### src/rtl/reorder_buffer_pkg.sv
// Shared configuration, tag/entry types and tag<->index helpers for the reorder buffer.
// Tags are index+1 so that tag 0 can mean "value comes from the register file".
package reorder_buffer_pkg;

  localparam int ROB_SZ = 8;
  localparam int XLEN   = 32;
  localparam int TAG_W  = $clog2(ROB_SZ + 1);
  localparam int CNT_W  = $clog2(ROB_SZ + 1);
  localparam int IDX_W  = $clog2(ROB_SZ);
  localparam int REG_W  = 5;

  typedef logic [TAG_W-1:0] ROB_TAG;

  typedef struct packed {
    logic             busy;
    logic             done;
    logic [REG_W-1:0] dest_reg;
    logic             has_dest;
    logic [XLEN-1:0]  value;
  } ROB_ENTRY;

  typedef struct packed {
    ROB_TAG          dp_tag;
    logic            ready_a;
    logic [XLEN-1:0] value_a;
    logic            ready_b;
    logic [XLEN-1:0] value_b;
  } ROB_RS_PACKET;

  function automatic ROB_TAG idx_to_tag(input logic [IDX_W-1:0] idx);
    return ROB_TAG'(idx) + ROB_TAG'(1);
  endfunction

  function automatic logic [IDX_W-1:0] tag_to_idx(input ROB_TAG tag);
    return IDX_W'(tag - ROB_TAG'(1));
  endfunction

  // Tags above ROB_SZ are representable in TAG_W bits but name no entry.
  function automatic logic tag_in_range(input ROB_TAG tag);
    return (tag != '0) && (tag <= ROB_TAG'(ROB_SZ));
  endfunction

endpackage

### src/rtl/reorder_buffer_if.sv
// Dispatch, dependency lookup, CDB, squash and retire signals of the reorder buffer.
// The ROB is the slave; the core pipeline (or a bench) drives it as master.
interface reorder_buffer_if;
  import reorder_buffer_pkg::*;

  logic             dp_valid;
  logic [REG_W-1:0] dp_dest_reg;
  logic             dp_has_dest;
  logic             dp_ready;
  ROB_TAG           dp_tag;

  ROB_TAG           dep_tag_a;
  ROB_TAG           dep_tag_b;
  logic             dep_ready_a;
  logic             dep_ready_b;
  logic [XLEN-1:0]  dep_value_a;
  logic [XLEN-1:0]  dep_value_b;

  logic             cdb_valid;
  ROB_TAG           cdb_tag;
  logic [XLEN-1:0]  cdb_value;

  logic             squash;

  logic             retire_valid;
  ROB_TAG           retire_tag;
  logic [REG_W-1:0] retire_dest_reg;
  logic             retire_has_dest;
  logic [XLEN-1:0]  retire_value;
  logic [CNT_W-1:0] count;

  modport slave (
    input  dp_valid, dp_dest_reg, dp_has_dest,
    output dp_ready, dp_tag,
    input  dep_tag_a, dep_tag_b,
    output dep_ready_a, dep_ready_b, dep_value_a, dep_value_b,
    input  cdb_valid, cdb_tag, cdb_value,
    input  squash,
    output retire_valid, retire_tag, retire_dest_reg, retire_has_dest, retire_value,
    output count
  );

  modport master (
    output dp_valid, dp_dest_reg, dp_has_dest,
    input  dp_ready, dp_tag,
    output dep_tag_a, dep_tag_b,
    input  dep_ready_a, dep_ready_b, dep_value_a, dep_value_b,
    output cdb_valid, cdb_tag, cdb_value,
    output squash,
    input  retire_valid, retire_tag, retire_dest_reg, retire_has_dest, retire_value,
    input  count
  );

endinterface

### src/rtl/reorder_buffer_dep_lookup.sv
// Combinational operand lookup: tag -> ready/value from ROB storage, with same-cycle
// CDB bypass so an operand produced this cycle is not missed at dispatch.
module rob_dep_lookup
  import reorder_buffer_pkg::*;
(
  input  ROB_TAG            tag,
  input  logic [ROB_SZ-1:0] busy_vec,
  input  logic [ROB_SZ-1:0] done_vec,
  input  logic [XLEN-1:0]   value_arr [ROB_SZ],
  input  logic              cdb_valid,
  input  ROB_TAG            cdb_tag,
  input  logic [XLEN-1:0]   cdb_value,
  output logic              ready,
  output logic [XLEN-1:0]   value
);

  logic [IDX_W-1:0] idx;
  logic             hit;

  always_comb begin
    ready = 1'b0;
    value = '0;
    idx   = tag_to_idx(tag);
    hit   = cdb_valid && (cdb_tag == tag);
    // Value is forced to zero whenever the operand is not ready.
    if (tag_in_range(tag) && busy_vec[idx] && (done_vec[idx] || hit)) begin
      ready = 1'b1;
      value = hit ? cdb_value : value_arr[idx];
    end
  end

endmodule

### src/rtl/reorder_buffer.sv
// Circular in-order reorder buffer: allocates tags at dispatch, captures CDB results,
// retires completed head entries in program order, and flushes everything on squash.
module reorder_buffer
  import reorder_buffer_pkg::*;
(
  input logic        clock,
  input logic        reset,
  reorder_buffer_if.slave rob
);

  ROB_ENTRY         entries [ROB_SZ];
  logic [IDX_W-1:0] head;
  logic [IDX_W-1:0] tail;
  logic [CNT_W-1:0] count_q;

  logic             dp_ready;
  logic             fire_dp;
  logic             fire_ret;
  logic [IDX_W-1:0] cdb_idx;
  logic             cdb_write;

  logic [ROB_SZ-1:0] busy_vec;
  logic [ROB_SZ-1:0] done_vec;
  logic [XLEN-1:0]   value_arr [ROB_SZ];

  logic              ready_a;
  logic              ready_b;
  logic [XLEN-1:0]   value_a;
  logic [XLEN-1:0]   value_b;
  ROB_RS_PACKET      rs_pkt;

  // Readiness comes from the registered count only, so a full ROB stays closed
  // even while its head retires this cycle.
  assign dp_ready  = (count_q < CNT_W'(ROB_SZ));
  assign fire_dp   = rob.dp_valid && dp_ready;
  assign fire_ret  = entries[head].busy && entries[head].done && !rob.squash;
  assign cdb_idx   = tag_to_idx(rob.cdb_tag);
  assign cdb_write = rob.cdb_valid && tag_in_range(rob.cdb_tag) && entries[cdb_idx].busy;

  always_comb begin
    busy_vec = '0;
    done_vec = '0;
    for (int i = 0; i < ROB_SZ; i++) begin
      busy_vec[i]  = entries[i].busy;
      done_vec[i]  = entries[i].done;
      value_arr[i] = entries[i].value;
    end
  end

  // Storage, pointers and occupancy; squash has the same effect as reset.
  always_ff @(posedge clock) begin
    if (reset || rob.squash) begin
      head    <= '0;
      tail    <= '0;
      count_q <= '0;
      for (int i = 0; i < ROB_SZ; i++) begin
        entries[i] <= '0;
      end
    end else begin
      if (cdb_write) begin
        entries[cdb_idx].done  <= 1'b1;
        entries[cdb_idx].value <= rob.cdb_value;
      end
      // Retire is ordered after the CDB write so a late write cannot revive the head.
      if (fire_ret) begin
        entries[head].busy <= 1'b0;
        entries[head].done <= 1'b0;
        head               <= head + IDX_W'(1);
      end
      if (fire_dp) begin
        entries[tail].busy     <= 1'b1;
        entries[tail].done     <= 1'b0;
        entries[tail].dest_reg <= rob.dp_dest_reg;
        entries[tail].has_dest <= rob.dp_has_dest;
        entries[tail].value    <= '0;
        tail                   <= tail + IDX_W'(1);
      end
      count_q <= count_q + CNT_W'(fire_dp) - CNT_W'(fire_ret);
    end
  end

  rob_dep_lookup u_dep_a (
    .tag       (rob.dep_tag_a),
    .busy_vec  (busy_vec),
    .done_vec  (done_vec),
    .value_arr (value_arr),
    .cdb_valid (rob.cdb_valid),
    .cdb_tag   (rob.cdb_tag),
    .cdb_value (rob.cdb_value),
    .ready     (ready_a),
    .value     (value_a)
  );

  rob_dep_lookup u_dep_b (
    .tag       (rob.dep_tag_b),
    .busy_vec  (busy_vec),
    .done_vec  (done_vec),
    .value_arr (value_arr),
    .cdb_valid (rob.cdb_valid),
    .cdb_tag   (rob.cdb_tag),
    .cdb_value (rob.cdb_value),
    .ready     (ready_b),
    .value     (value_b)
  );

  assign rs_pkt = '{dp_tag:  idx_to_tag(tail),
                    ready_a: ready_a, value_a: value_a,
                    ready_b: ready_b, value_b: value_b};

  assign rob.dp_ready    = dp_ready;
  assign rob.dp_tag      = rs_pkt.dp_tag;
  assign rob.dep_ready_a = rs_pkt.ready_a;
  assign rob.dep_value_a = rs_pkt.value_a;
  assign rob.dep_ready_b = rs_pkt.ready_b;
  assign rob.dep_value_b = rs_pkt.value_b;

  // Retire fields read as zero whenever nothing retires.
  assign rob.retire_valid    = fire_ret;
  assign rob.retire_tag      = fire_ret ? idx_to_tag(head) : '0;
  assign rob.retire_dest_reg = fire_ret ? entries[head].dest_reg : '0;
  assign rob.retire_has_dest = fire_ret && entries[head].has_dest;
  assign rob.retire_value    = fire_ret ? entries[head].value : '0;
  assign rob.count           = count_q;

endmodule

### src/flat_wrapper.sv
// flat-port wrapper written by rule: the top's interface ports become plain ports
module reorder_buffer_flat import reorder_buffer_pkg::*;
  (clock, reset, rob_dp_valid, rob_dp_dest_reg, rob_dp_has_dest, rob_dp_ready, rob_dp_tag, rob_dep_tag_a, rob_dep_tag_b, rob_dep_ready_a, rob_dep_ready_b, rob_dep_value_a, rob_dep_value_b, rob_cdb_valid, rob_cdb_tag, rob_cdb_value, rob_squash, rob_retire_valid, rob_retire_tag, rob_retire_dest_reg, rob_retire_has_dest, rob_retire_value, rob_count);
  reorder_buffer_if rob_i ();
  input logic clock;
  input logic reset;
  input wire logic [$bits(rob_i.dp_valid)-1:0] rob_dp_valid;
  input wire logic [$bits(rob_i.dp_dest_reg)-1:0] rob_dp_dest_reg;
  input wire logic [$bits(rob_i.dp_has_dest)-1:0] rob_dp_has_dest;
  output wire logic [$bits(rob_i.dp_ready)-1:0] rob_dp_ready;
  output wire logic [$bits(rob_i.dp_tag)-1:0] rob_dp_tag;
  input wire logic [$bits(rob_i.dep_tag_a)-1:0] rob_dep_tag_a;
  input wire logic [$bits(rob_i.dep_tag_b)-1:0] rob_dep_tag_b;
  output wire logic [$bits(rob_i.dep_ready_a)-1:0] rob_dep_ready_a;
  output wire logic [$bits(rob_i.dep_ready_b)-1:0] rob_dep_ready_b;
  output wire logic [$bits(rob_i.dep_value_a)-1:0] rob_dep_value_a;
  output wire logic [$bits(rob_i.dep_value_b)-1:0] rob_dep_value_b;
  input wire logic [$bits(rob_i.cdb_valid)-1:0] rob_cdb_valid;
  input wire logic [$bits(rob_i.cdb_tag)-1:0] rob_cdb_tag;
  input wire logic [$bits(rob_i.cdb_value)-1:0] rob_cdb_value;
  input wire logic [$bits(rob_i.squash)-1:0] rob_squash;
  output wire logic [$bits(rob_i.retire_valid)-1:0] rob_retire_valid;
  output wire logic [$bits(rob_i.retire_tag)-1:0] rob_retire_tag;
  output wire logic [$bits(rob_i.retire_dest_reg)-1:0] rob_retire_dest_reg;
  output wire logic [$bits(rob_i.retire_has_dest)-1:0] rob_retire_has_dest;
  output wire logic [$bits(rob_i.retire_value)-1:0] rob_retire_value;
  output wire logic [$bits(rob_i.count)-1:0] rob_count;
  assign rob_i.dp_valid = rob_dp_valid;
  assign rob_i.dp_dest_reg = rob_dp_dest_reg;
  assign rob_i.dp_has_dest = rob_dp_has_dest;
  assign rob_dp_ready = rob_i.dp_ready;
  assign rob_dp_tag = rob_i.dp_tag;
  assign rob_i.dep_tag_a = rob_dep_tag_a;
  assign rob_i.dep_tag_b = rob_dep_tag_b;
  assign rob_dep_ready_a = rob_i.dep_ready_a;
  assign rob_dep_ready_b = rob_i.dep_ready_b;
  assign rob_dep_value_a = rob_i.dep_value_a;
  assign rob_dep_value_b = rob_i.dep_value_b;
  assign rob_i.cdb_valid = rob_cdb_valid;
  assign rob_i.cdb_tag = rob_cdb_tag;
  assign rob_i.cdb_value = rob_cdb_value;
  assign rob_i.squash = rob_squash;
  assign rob_retire_valid = rob_i.retire_valid;
  assign rob_retire_tag = rob_i.retire_tag;
  assign rob_retire_dest_reg = rob_i.retire_dest_reg;
  assign rob_retire_has_dest = rob_i.retire_has_dest;
  assign rob_retire_value = rob_i.retire_value;
  assign rob_count = rob_i.count;
  reorder_buffer u_core (.clock(clock), .reset(reset), .rob(rob_i));
endmodule
### config.mk
export PLATFORM = sky130hd
export DESIGN_NAME = reorder_buffer_flat
export DESIGN_NICKNAME = d
export VERILOG_FILES = /design/src/rtl/reorder_buffer_pkg.sv /design/src/rtl/reorder_buffer_if.sv /design/src/rtl/reorder_buffer_dep_lookup.sv /design/src/rtl/reorder_buffer.sv /design/src/flat_wrapper.sv
export SDC_FILE = /design/constraint.sdc
export NUM_CORES = 1
export LEC_CHECK = 0
export BUFFER_PORTS_ARGS = -buffer_cell sky130_fd_sc_hd__buf_4
export CAP_MARGIN = 40
export CORE_MARGIN = 2
export CORE_UTILIZATION = 30
export CTS_BUF_LIST = sky130_fd_sc_hd__clkbuf_8
export DETAILED_ROUTE_END_ITERATION = 16
export PLACE_DENSITY = 0.54
export SLEW_MARGIN = 20
export SYNTH_ARGS = -nofsm -noshare
export SYNTH_HDL_FRONTEND = slang
export SYNTH_SLANG_ARGS = --single-unit
export TNS_END_PERCENT = 10
### constraint.sdc
create_clock -name clock -period 2.6 [get_ports clock]
set_clock_uncertainty 0.05 [all_clocks]
set_input_delay 0.26 -clock clock [delete_from_list [all_inputs] [get_ports clock]]
set_output_delay 0.26 -clock clock [all_outputs]
set_load 0.005 [all_outputs]
==> results of run 1 <==
[routing by layer]
| layer | vias to the layer above | share of wire [%] | wire (µm) |
|---|---|---|---|
| met5 | - | 0.037 | 27 |
| met4 | 4 | 3.0 | 2130 |
| met3 | 135 | 8.0 | 5740 |
| met2 | 807 | 47 | 34000 |
| met1 | 8053 | 42 | 30200 |
| li1 | 6818 | - | - |
[placed cells by master (no fill, tap or decap), types with 5 or more instances in the layout]
cell type | synthesis | layout
nand2_1 | 55 | 54
nor2_1 | 132 | 95
buf_4 | 2 | 273
nand3_1 | 43 | 41
a22o_1 | 224 | 224
xnor2_1 | 5 | 5
nor2_4 | 0 | 16
a21oi_1 | 24 | 24
buf_16 | 0 | 6
dlygate4sd3_1 | 0 | 41
nor3_1 | 7 | 5
nor3_4 | 7 | 13
o21ai_1 | 29 | 29
dfxtp_1 | 285 | 274
mux4_2 | 214 | 214
nand2b_1 | 6 | 6
a31oi_1 | 10 | 7
ha_1 | 12 | 10
buf_8 | 0 | 5
nor2_2 | 0 | 21
a211oi_1 | 64 | 57
buf_6 | 19 | 28
edfxtp_1 | 48 | 48
inv_1 | 25 | 41
and2_1 | 50 | 49
buf_12 | 0 | 41
clkbuf_8 | 0 | 67
xor2_1 | 13 | 11
mux2i_1 | 103 | 98
dfxtp_2 | 0 | 8
o21ai_0 | 7 | 7
[report_power, final]
| part | internal (mW) | switching, mW | total (mW) |
|---|---|---|---|
| Clock | 2.53 | 2.27 | 4.79 |
| Combinational | 0.437 | 0.685 | 1.12 |
| Sequential | 5.25 | 0.0112 | 5.26 |
[logic make-up (layout without fill, tap and decap cells)]
logic type	Yosys count	in the layout
AOI/OAI and AO/OA	376	376
muxes	318	318
buffers and inverters	210	520
xor gates and xnor gates	18	18
DFF	333	333
other	0	3
and+or+nand+nor	328	328
adders and majority gates	13	13
[area by class of cell]
type,count,area (µm²)
Timing Repair Buffer,398,3950
Tap cell,846,1060
Fill cell,6002,38100
Antenna cell,3,7.51
Clock inverter,28,186
Sequential cell,333,7170
Multi-Input combinational cell,1053,11300
Clock buffer,67,922
Inverter,27,101
[synth_stat cells (2+ instances only)]
| master | number |
|---|---|
| nor3_2 | 6 |
| nor3_1 | 7 |
| ha_1 | 12 |
| a31oi_1 | 10 |
| xnor2_1 | 5 |
| o21ai_1 | 29 |
| nand2_1 | 55 |
| edfxtp_1 | 48 |
| o31a_1 | 2 |
| clkbuf_1 | 65 |
| buf_4 | 2 |
| nor2b_1 | 4 |
| a22oi_1 | 2 |
| nand2b_1 | 6 |
| a31o_1 | 3 |
| mux2i_1 | 103 |
| a22o_1 | 224 |
| a211oi_1 | 64 |
| o21a_1 | 2 |
| buf_6 | 19 |
| mux4_2 | 214 |
| nor2_1 | 132 |
| and3b_1 | 2 |
| xor2_1 | 13 |
| dfxtp_1 | 285 |
| nor3_4 | 7 |
| or2_2 | 2 |
| nand3_1 | 43 |
| inv_1 | 25 |
| and4b_1 | 2 |
| buf_1 | 43 |
| a21oi_1 | 24 |
| and2_1 | 50 |
| or3_1 | 2 |
| o21ai_0 | 7 |
| buf_2 | 54 |
[through the flow]
step                      std cells  worst slack, ns
final                          2755           -0.323
after global routing           2755           -0.416
after CTS                      2745           -0.370
after detailed placement       2585           -0.165
after global placement         2580           -0.119
after floorplan                1596          -0.0505
[path summary, 6_finish.rpt]
check | start | end | slack [ns] | cells past startpoint
worst max-delay path | u_core.entries[1][39]$_SDFFE_PP1P_ | rob_dep_value_b[0] | -0.32 | 9
worst min-delay path | rob_squash | u_core.entries[6][38]$_SDFF_PP0_ | 0.13 | 5
worst max register to register | u_core.entries[1][39]$_SDFFE_PP1P_ | u_core.rob.count[3]$_SDFF_PP0_ | 0.03 | 12
worst min register to register | u_core.entries[1][18]$_SDFFE_PP0P_ | u_core.entries[1][18]$_SDFFE_PP0P_ | 0.43 | 2
[what timing repair did]
| item | CTS | global route |
|---|---|---|
| gates resized for setup | 98 | 33 |
| cloned | 6 | 2 |
| hold endpoints to repair | 311 | 0 |
| pin swaps | 13 | 6 |
| hold buffers | 41 | 0 |
| endpoints found under the setup margin | 108 | 115 |
| buffers inserted | 21 | 5 |
[sequential cells by signal (all words and copies together) (netlist names), named ones only]
signal            cells
u_core.entries      320
u_core.head           3
u_core.rob.count      4
u_core.tail           3
[worst min-delay path, cell delays in order]
cell and delay [ns]:
buf_4 0.11, or2_1 0.14, a31oi_1 0.09, a21oi_1 0.15, a21oi_1 0.04
==> summary.md, run 1 <==
| Metric | Value |
|---|---|
| Outcome | `finished, violations left` |
| Failing checks | `negative setup slack` |
| Clk root buf | `clkbuf_8` |
| Worst skew pair latency | `0.68 ns` |
| Final Max Slew Viols | `0` |
| Die ar. | `about 65000 µm²` |
| Sequential share of the synthesized area | `37.7%` |
| Worst slew pin tran | `approximately 0.68 ns` |
| Final core occ | `39.3%` |
| Gate Count Post-Synth | `1596` |
| Number of flops mapped to enable cells by yosys | `48` |
| VDD IR-drop max | `341 µV` |
| Initial DRC count | `between 1000 and 1500` |
| Crit path cell chain | `buf_6 > mux4_2 > o31a_1 > a22oi_1 > o21a_2 > buf_12 > clkbuf_16 > a211oi_1 > buf_4` |
| Grt met2 use | `34.7%` |
| Clock Pin Slew Worst Setup and Hold Paths | `0.07 ns` |
| Leak Pwr | `9.20 nW` |
| WL final | `72.2 mm` |
| RSZ-0062 raised after global routing | `true` |
| Setup Crit Path Kind | `reg2out` |
| Top delay family on crit path | `buffers and inverters` |
| Clk sink count | `333` |
| Top FF cell, synth | `dfxtp_1` |
| Multiplexer share of the synthesized area | `30.9%` |
| Routed len/inst | `roughly 26 µm` |
| Max_cap viols | `0` |
| Global route total overflow | `0` |
| Rel. slew slack | `54.5%` |
| Worst setup SP type | `flip-flop` |
| Power per cell area | `453 nW/µm²` |
| DR vias | `15800` |
| Final ANT Viol Nets | `0` |
| Gr busiest metal | `met2` |
| Clock buffer depth | `3` |
| Final Instance Area | `roughly 25000 µm²` |
| Yosys reg bits | `333` |
| Num CTS Buffers | `56` |
| Synth Area in Compound Gates | `15.7%` |
| Top Ports | `173` |
| Port bufs | `172` |
| GP Congestion | `0.834` |
| Fin. Hold Viols | `0` |
| Met1 global-route usage | `between 20% and 30%` |
| Final worst slack | `-0.323 ns` |
| Post-Synth XOR/XNOR Area | `0.831%` |
| Initial antenna violation count | `5` |
| DP Area | `between 20000 and 25000 µm²` |
| Drt drc | `0` |
| CP required | `approximately 2.3 ns` |
| H-tree depth | `2` |
| Min Tclk post-route | `slightly below 3 ns` |
| Vert. Die Dim | `255 µm` |
| Final worst-path cycle share | `112%` |
| Buf/Inv on CP | `4` |
| Worst EP arrival | `2.61 ns` |
| Post-synthesis average cell area | `11.9 µm²` |
| Synth cell types | `59` |
| Slowest cell delay on critical path | `0.45 ns` |
| Share of async-settable or async-resettable flops after synthesis | `0%` |
| Core ar. | `roughly 63000 µm²` |
| Largest net degree at the start of global routing | `52` |
| GRT Overall Usage | `21.7%` |
| Area leader, netlist | `dfxtp_1` |
| Initial Util | `30.2%` |
| Worst hold slack | `0.133 ns` |
| Total chip power | `approximately 11 mW` |
| Vias per cell | `5.74` |
| Global-route wire length before repair | `107 mm` |
| Post-DP HPWL | `44.1 mm` |
| Die X | `255 µm` |
| Post-synth top area share | `30.1%` |
| Main combinational cell family by area after synthesis | `multiplexers` |
| Crit path max fanout | `8` |
| First-pass detailed-route iteration total | `7` |
| Synth Area in Adders | `less than 1%` |
| Synth Net Count | `1664` |
| CTS tree | `done` |
| Vias in the first global route | `16100` |
| Crit path max-delay cell type | `mux4_2` |
| CP Capture Type | `primary output` |
| Post-Synth Simple-Gate Area | `8.69%` |
| Met3 usage in global routing | `4.20%` |
| Layout cells sized above 1 | `39.1%` |
| Worst hold path type | `in2reg` |
| Setup violators final | `108` |
| Area contributors post-synth | `dfxtp_1 30%, mux4_2 25%, a22o_1 10%` |
| Fmax | `between 0.3 and 0.4 GHz` |
| Fin nets | `a little under 2000` |
| FP Rows | `slightly above 90` |
| Synth Warn # | `0` |
| Post-synthesis cell area | `around 19000 µm²` |
| Layout area overhead | `30.1%` |
| Setup TNS | `-21.42 ns` |
Power figures use the tool's default switching activity.
==> inputs of run 2 (changes only) <==
--- a/config.mk
+++ b/config.mk
@@ -7,11 +7,11 @@
 export LEC_CHECK = 0
 export BUFFER_PORTS_ARGS = -buffer_cell sky130_fd_sc_hd__buf_4
 export CAP_MARGIN = 40
+export CORE_ASPECT_RATIO = 1.5
 export CORE_MARGIN = 2
 export CORE_UTILIZATION = 30
 export CTS_BUF_LIST = sky130_fd_sc_hd__clkbuf_8
 export DETAILED_ROUTE_END_ITERATION = 16
-export PLACE_DENSITY = 0.54
 export SLEW_MARGIN = 20
 export SYNTH_ARGS = -nofsm -noshare
 export SYNTH_HDL_FRONTEND = slang
==> run 2 against run 1 <==
The run still ends with negative setup slack left. Critical path depth is the same. Final area shrank 1.9%. Worst setup slack gained 0.014 ns. Worst hold slack lost 0.083 ns. Final cell count shrank 3.1%. Non-clock buffer count shrank 37. Utilization shrank 0.50 points. Sequential share of layout area grew 0.54 points. Via count grew 0.65%. Routed wire length shrank 0.86%. Critical path type unchanged.
==> summary.md, run 2 (synthesized netlist as in run 1, its figures left out) <==
| Metric | Value |
|---|---|
| Outcome | `finished, violations left` |
| Failing checks | `negative setup slack` |
| Placed insts | `2512` |
| Sw Ratio | `26.5%` |
| Die ar. | `65300 µm²` |
| Clock buffer depth | `3` |
| Max_cap viols | `0` |
| Rel. slew slack | `55.3%` |
| Post-DP HPWL | `44.8 mm` |
| Leak Pwr | `9.01 nW` |
| Routed len/inst | `26.8 µm` |
| CP required | `around 2.3 ns` |
| GP Congestion | `just under 0.9` |
| Worst slew pin tran | `0.671 ns` |
| Fin nets | `between 1500 and 2000` |
| Setup Crit Path Kind | `reg2out` |
| GRT Overall Usage | `a little over a fifth` |
| Drt drc | `0` |
| Final worst slack | `-0.308 ns` |
| Global route total overflow | `0` |
| Most frequent cells in the layout | `276 x dfxtp_1, 253 x buf_4, 224 x a22o_1` |
| Power per cell area | `457 nW/µm²` |
| Fillcell total | `around 5900` |
| Setup violators final | `109` |
| Worst EP arrival | `approximately 2.6 ns` |
| Layout cells sized above 1 | `a little under two fifths` |
| Final Instance Area | `24200 µm²` |
| Net switching power | `2.92 mW` |
| Initial DRC count | `between 1000 and 1500` |
| DR vias | `15900` |
| CTS tree | `done` |
| Worst skew pair latency | `0.64 ns` |
| Clk root buf | `clkbuf_8` |
| Seq pwr share | `47.6%` |
| Vias in the first global route | `16400` |
| Core ar. | `62400 µm²` |
| WL final | `71.5 mm` |
| Biggest register | `u_core.entries` |
| FP Rows | `112` |
| Port bufs | `172` |
| Combinational share of power | `around 10%` |
| Most common cell after layout, fill and taps aside | `dfxtp_1` |
| Final ANT Viol Nets | `0` |
| Total chip power | `around 11 mW` |
| Vias per cell | `between 5 and 6` |
| Num CTS Buffers | `55` |
| Worst setup SP type | `flip-flop` |
| Top Ports | `173` |
| Layout area overhead | `27.7%` |
| Die X | `~210 µm` |
| H-tree depth | `2` |
| Final worst-path cycle share | `112%` |
| VDD IR-drop max | `271 µV` |
| DP Area | `around 22000 µm²` |
| Clk sink count | `333` |
| Global-route wire length before repair | `roughly 110 mm` |
| RSZ-0062 raised after global routing | `true` |
| Post-route insts no fill | `about 2700` |
| First-pass detailed-route iteration total | `5` |
| Fmax | `0.344 GHz` |
| Min Tclk post-route | `approximately 2.9 ns` |
| Initial Util | `30.4%` |
| Fin. Hold Viols | `0` |
| Share of power burned in the clock network | `42.3%` |
| Vert. Die Dim | `312 µm` |
| Largest net degree at the start of global routing | `65` |
| Crit path max fanout | `8` |
| Max FFs per register | `320` |
| Final Max Slew Viols | `0` |
| Initial antenna violation count | `4` |
| Int Pwr | `8.13 mW` |
| Pre-CTS WS | `-0.100 ns` |
| Clock Pin Slew Worst Setup and Hold Paths | `about 0.070 ns` |
| Worst hold path type | `in2reg` |
| CP Capture Type | `primary output` |
==> run 2: cell count changes in the layout (fill, tap and decap cells not counted), sizes merged <==
| cell | before | now |
|---|---|---|
| buf | 353 | 318 |
| clkinv | 7 | 12 |
| clkbuf | 69 | 65 |
| diode | 3 | 1 |
| dlygate4sd3 | 41 | 39 |
| inv | 46 | 44 |
| bufbuf | 2 | 3 |
| clkinvlp | 0 | 1 |
==> run 2: repair_timing <==
action                                  4_1_cts  5_1_grt
resized for setup                            65       26
pin swaps                                     7        2
cloned                                        8        1
setup buffers                                11        1
endpoints found under the hold margin       306        0
endpoints found under the setup margin      108      112
hold buffers                                 39        0
==> run 2: critical path, stage by stage, from the launching register on <==
cell,delay (ns)
dfxtp_1,0.32
buf_6,0.13
mux4_2,0.45
o31a_1,0.13
a22oi_1,0.19
o21a_2,0.19
buf_12,0.17
clkbuf_16,0.17
a211oi_1,0.04
buf_4,0.15
==> run 2: area by class of cell <==
class | count | area [µm²] | area share [%]
clock buffers | 64 | 881 | 3.64
inverters | 27 | 101 | 0.419
clock inverters | 32 | 200 | 0.827
well taps | 798 | 998 | 4.12
flip-flops and latches | 333 | 7170 | 29.6
diodes | 1 | 2.50 | 0.0103
multi-input cells | 1053 | 11200 | 46.4
repair buffers | 361 | 3620 | 15.0
==> run 2: path summary, 6_finish.rpt <==
check	from	to	slack, ns	cells past startpoint
hold / removal	reset	u_core.entries[1][38]$_SDFF_PP0_	0.05	4
setup reg to reg	u_core.entries[4][38]$_SDFF_PP0_	u_core.rob.count[2]$_SDFF_PP0_	-0.06	11
hold reg to reg	u_core.entries[1][29]$_SDFFE_PP0P_	u_core.entries[1][29]$_SDFFE_PP0P_	0.44	2
setup / recovery	u_core.entries[2][39]$_SDFFE_PP1P_	rob_dep_value_b[17]	-0.31	9
==> run 2: per-stage QoR <==
| step | hold slack, ns | setup TNS [ns] | utilization [%] |
|---|---|---|---|
| 2_1_floorplan | 0.403 | -1.38 | - |
| 3_3_place_gp | 0.415 | -0.0605 | 35.3 |
| 3_5_place_dp | 0.427 | -0.100 | 35.3 |
| 4_1_cts | 0.0143 | -22.55 | 38.6 |
| 5_1_grt | 0.0576 | -28.18 | 38.8 |
| 6_report | 0.0496 | -18.44 | 38.8 |
==> run 2: layer usage <==
layer | wire length, µm | GRT usage, %
met1 | 25600 | 24.3
met4 | 4290 | 13.0
met5 | 32 | 0
met2 | 36900 | 38.3
met3 | 4690 | 3.61
==> run 2: power by group through the flow <==
stage	logic (mW)	clock network [mW]	registers [mW]
floorplan	0.588	0	5.37
global placement	1.05	0	5.38
detailed placement	1.06	0	5.38
CTS	1.11	4.79	5.26
global route	1.17	4.98	5.26
finish	1.11	4.68	5.26
==> inputs of run 3 (changes only) <==
==> constraint.sdc (replaced) <==
create_clock -name clock -period 3.1 [get_ports clock]
set_clock_uncertainty 0.05 [all_clocks]
set_input_delay 0.31 -clock clock [delete_from_list [all_inputs] [get_ports clock]]
set_output_delay 0.31 -clock clock [all_outputs]
set_load 0.005 [all_outputs]
==> run 3 against run 2 <==
The flow now finishes without violations. Register-to-register slack gained 0.42 ns. Total power down 18%. Sequential power down 16%. Final cell count is 3.1% lower. Routed wire length fell by 6.9%. Count of clock-buffer cells in the layout decreased by 3. Sequential cell count stayed put. Largest cell class unchanged.
==> summary.md, run 3 (synthesized netlist as in run 1, its figures left out) <==
| Metric | Value |
|---|---|
| FP Rows | `112` |
| Clock Pin Slew Worst Setup and Hold Paths | `0.06 ns` |
| Power per cell area | `395 nW/µm²` |
| Worst hold path type | `in2reg` |
| Int Pwr | `about 6.6 mW` |
| Global-route wire length before repair | `102 mm` |
| Setup Crit Path Kind | `reg2out` |
| Min Tclk post-route | `3.10 ns` |
| First-pass detailed-route iteration total | `7` |
| RSZ-0062 raised after global routing | `false` |
| CTS tree | `done` |
| Global route total overflow | `0` |
| Outcome | `completed` |
| Worst slew pin tran | `0.759 ns` |
| Leak Pwr | `between 8 and 9 nW` |
| Max FFs per register | `320` |
| DR vias | `15200` |
| H-tree depth | `2` |
| Port bufs | `around 170` |
| R2r startpoint | `u_core.entries[1][39]$_SDFFE_PP1P_` |
| RR Endpoint | `u_core.rob.count[2]$_SDFF_PP0_` |
| Layout area overhead | `20.6%` |
| Hold-critical path endpoint | `u_core.entries[1][38]$_SDFF_PP0_` |
| Vias in the first global route | `15800` |
| Rel. slew slack | `49.4%` |
| Setup TNS | `0 ns` |
| Clk root buf | `clkbuf_8` |
| Fillcell total | `5989` |
| Fin nets | `1818` |
| Clk sink count | `333` |
| Crit path max fanout | `34` |
| Core ar. | `62400 µm²` |
| Num CTS Buffers | `between 50 and 60` |
| Die X | `209 µm` |
| Total chip power | `roughly 9 mW` |
| Fin. Hold Viols | `0` |
| Max_cap viols | `0` |
| VDD IR-drop max | `between 300 and 400 µV` |
| Hold_sp | `reset` |
| Vias per cell | `5.87` |
| Top Ports | `173` |
| Setup violators final | `0` |
| Layout cells sized above 1 | `32.7%` |
| Vert. Die Dim | `312 µm` |
| Most common cell after layout, fill and taps aside | `dfxtp_1` |
| Initial Util | `30.4%` |
| Post-CTS Setup Inserts | `0` |
| Initial DRC count | `1339` |
| DP Area | `about 21000 µm²` |
| Seq pwr share | `48.9%` |
| Largest net degree at the start of global routing | `63` |
| Die ar. | `65300 µm²` |
| Initial antenna violation count | `2` |
| Placed insts | `~2500` |
| Net switching power | `~2.4 mW` |
| Routed len/inst | `25.7 µm` |
| WL final | `66.6 mm` |
| Worst setup SP type | `flip-flop` |
| Final Max Slew Viols | `0` |
| Share of power burned in the clock network | `41.5%` |
| Reg2reg setup slack | `0.36 ns` |
| GRT Overall Usage | `20.4%` |
| Clock buffer depth | `3` |
| CP required | `around 2.7 ns` |
| Final worst-path cycle share | `between 90% and 100%` |
| Min-Delay Path Depth | `3` |
| Final core occ | `a little under two fifths` |
| Post-route insts no fill | `2587` |
| Most frequent cells in the layout | `282 x dfxtp_1, 224 x a22o_1, 214 x mux4_2, 214 x buf_4, 123 x nor2_1` |
| CP Capture Type | `primary output` |
| Biggest register | `u_core.entries` |
| Combinational share of power | `9.6%` |
| Register-to-Register Path Depth | `11` |
| Drt drc | `0` |
| Post-DP HPWL | `around 43 mm` |
| Worst EP arrival | `~2.7 ns` |
| Final ANT Viol Nets | `0` |
| GP Congestion | `0.862` |
| Sw Ratio | `26.8%` |
| Worst skew pair latency | `0.62 ns` |
| Fmax | `0.323 GHz` |
| Final Instance Area | `roughly 23000 µm²` |
## run 3: how the worst max path moves through the flow
stage | end | slack (ns) | cells past startpoint
CTS | rob_retire_value[3] | 0.0007 | 5
global route | rob_retire_value[3] | 0.01 | 5
floorplan | rob_dep_value_a[31] | 0.17 | 10
finish | rob_retire_value[3] | 0.004 | 5
detailed placement | rob_dep_value_b[7] | 0.21 | 9
global placement | rob_dep_value_a[6] | 0.20 | 8
## run 3: layout make-up
cell class                 count  area [µm²]  share of cell area (%)
inverter                      27         101                   0.443
tap                          798         998                    4.37
clock buffer                  61         840                    3.67
clock inverter                30         175                   0.766
multi-input combinational   1053       11000                    48.1
antenna                        1        2.50                  0.0109
timing repair buffer         284        2610                    11.4
sequential                   333        7160                    31.3
## run 3: metrics by stage
stage          setup WS [ns]  hold slack (ns)
3_5_place_dp           0.206            0.427
3_3_place_gp           0.204            0.413
2_1_floorplan          0.169            0.403
4_1_cts             0.000743          0.00515
5_1_grt               0.0113           0.0319
6_report             0.00392           0.0589
## run 3: layer usage
| layer | routed length, µm | GRT usage [%] |
|---|---|---|
| met4 | 3590 | 11.0 |
| met3 | 4510 | 3.26 |
| met5 | 11 | 0 |
| met2 | 33100 | 34.6 |
| met1 | 25300 | 24.7 |
## run 3: critical path: stages (launching register included)
cell     delay (ns)
dfxtp_4        0.54
buf_12         0.33
mux4_2         0.55
mux2i_1        0.40
nor2_1         0.11
buf_4          0.16
## run 3: power groups by stage
| stage | registers [mW] | clock network, mW | logic (mW) |
|---|---|---|---|
| after floorplan | 4.51 | 0 | 0.489 |
| after detailed placement | 4.51 | 0 | 0.827 |
| after global placement | 4.51 | 0 | 0.822 |
| final | 4.42 | 3.75 | 0.868 |
| after CTS | 4.42 | 3.83 | 0.867 |
| after global routing | 4.42 | 4.00 | 0.915 |
## run 3: what timing repair did
item	in CTS	in global routing
endpoints found under the hold margin	304	0
resized for setup	7	4
setup endpoints to repair	6	15
cloned	0	0
hold buffers	38	0
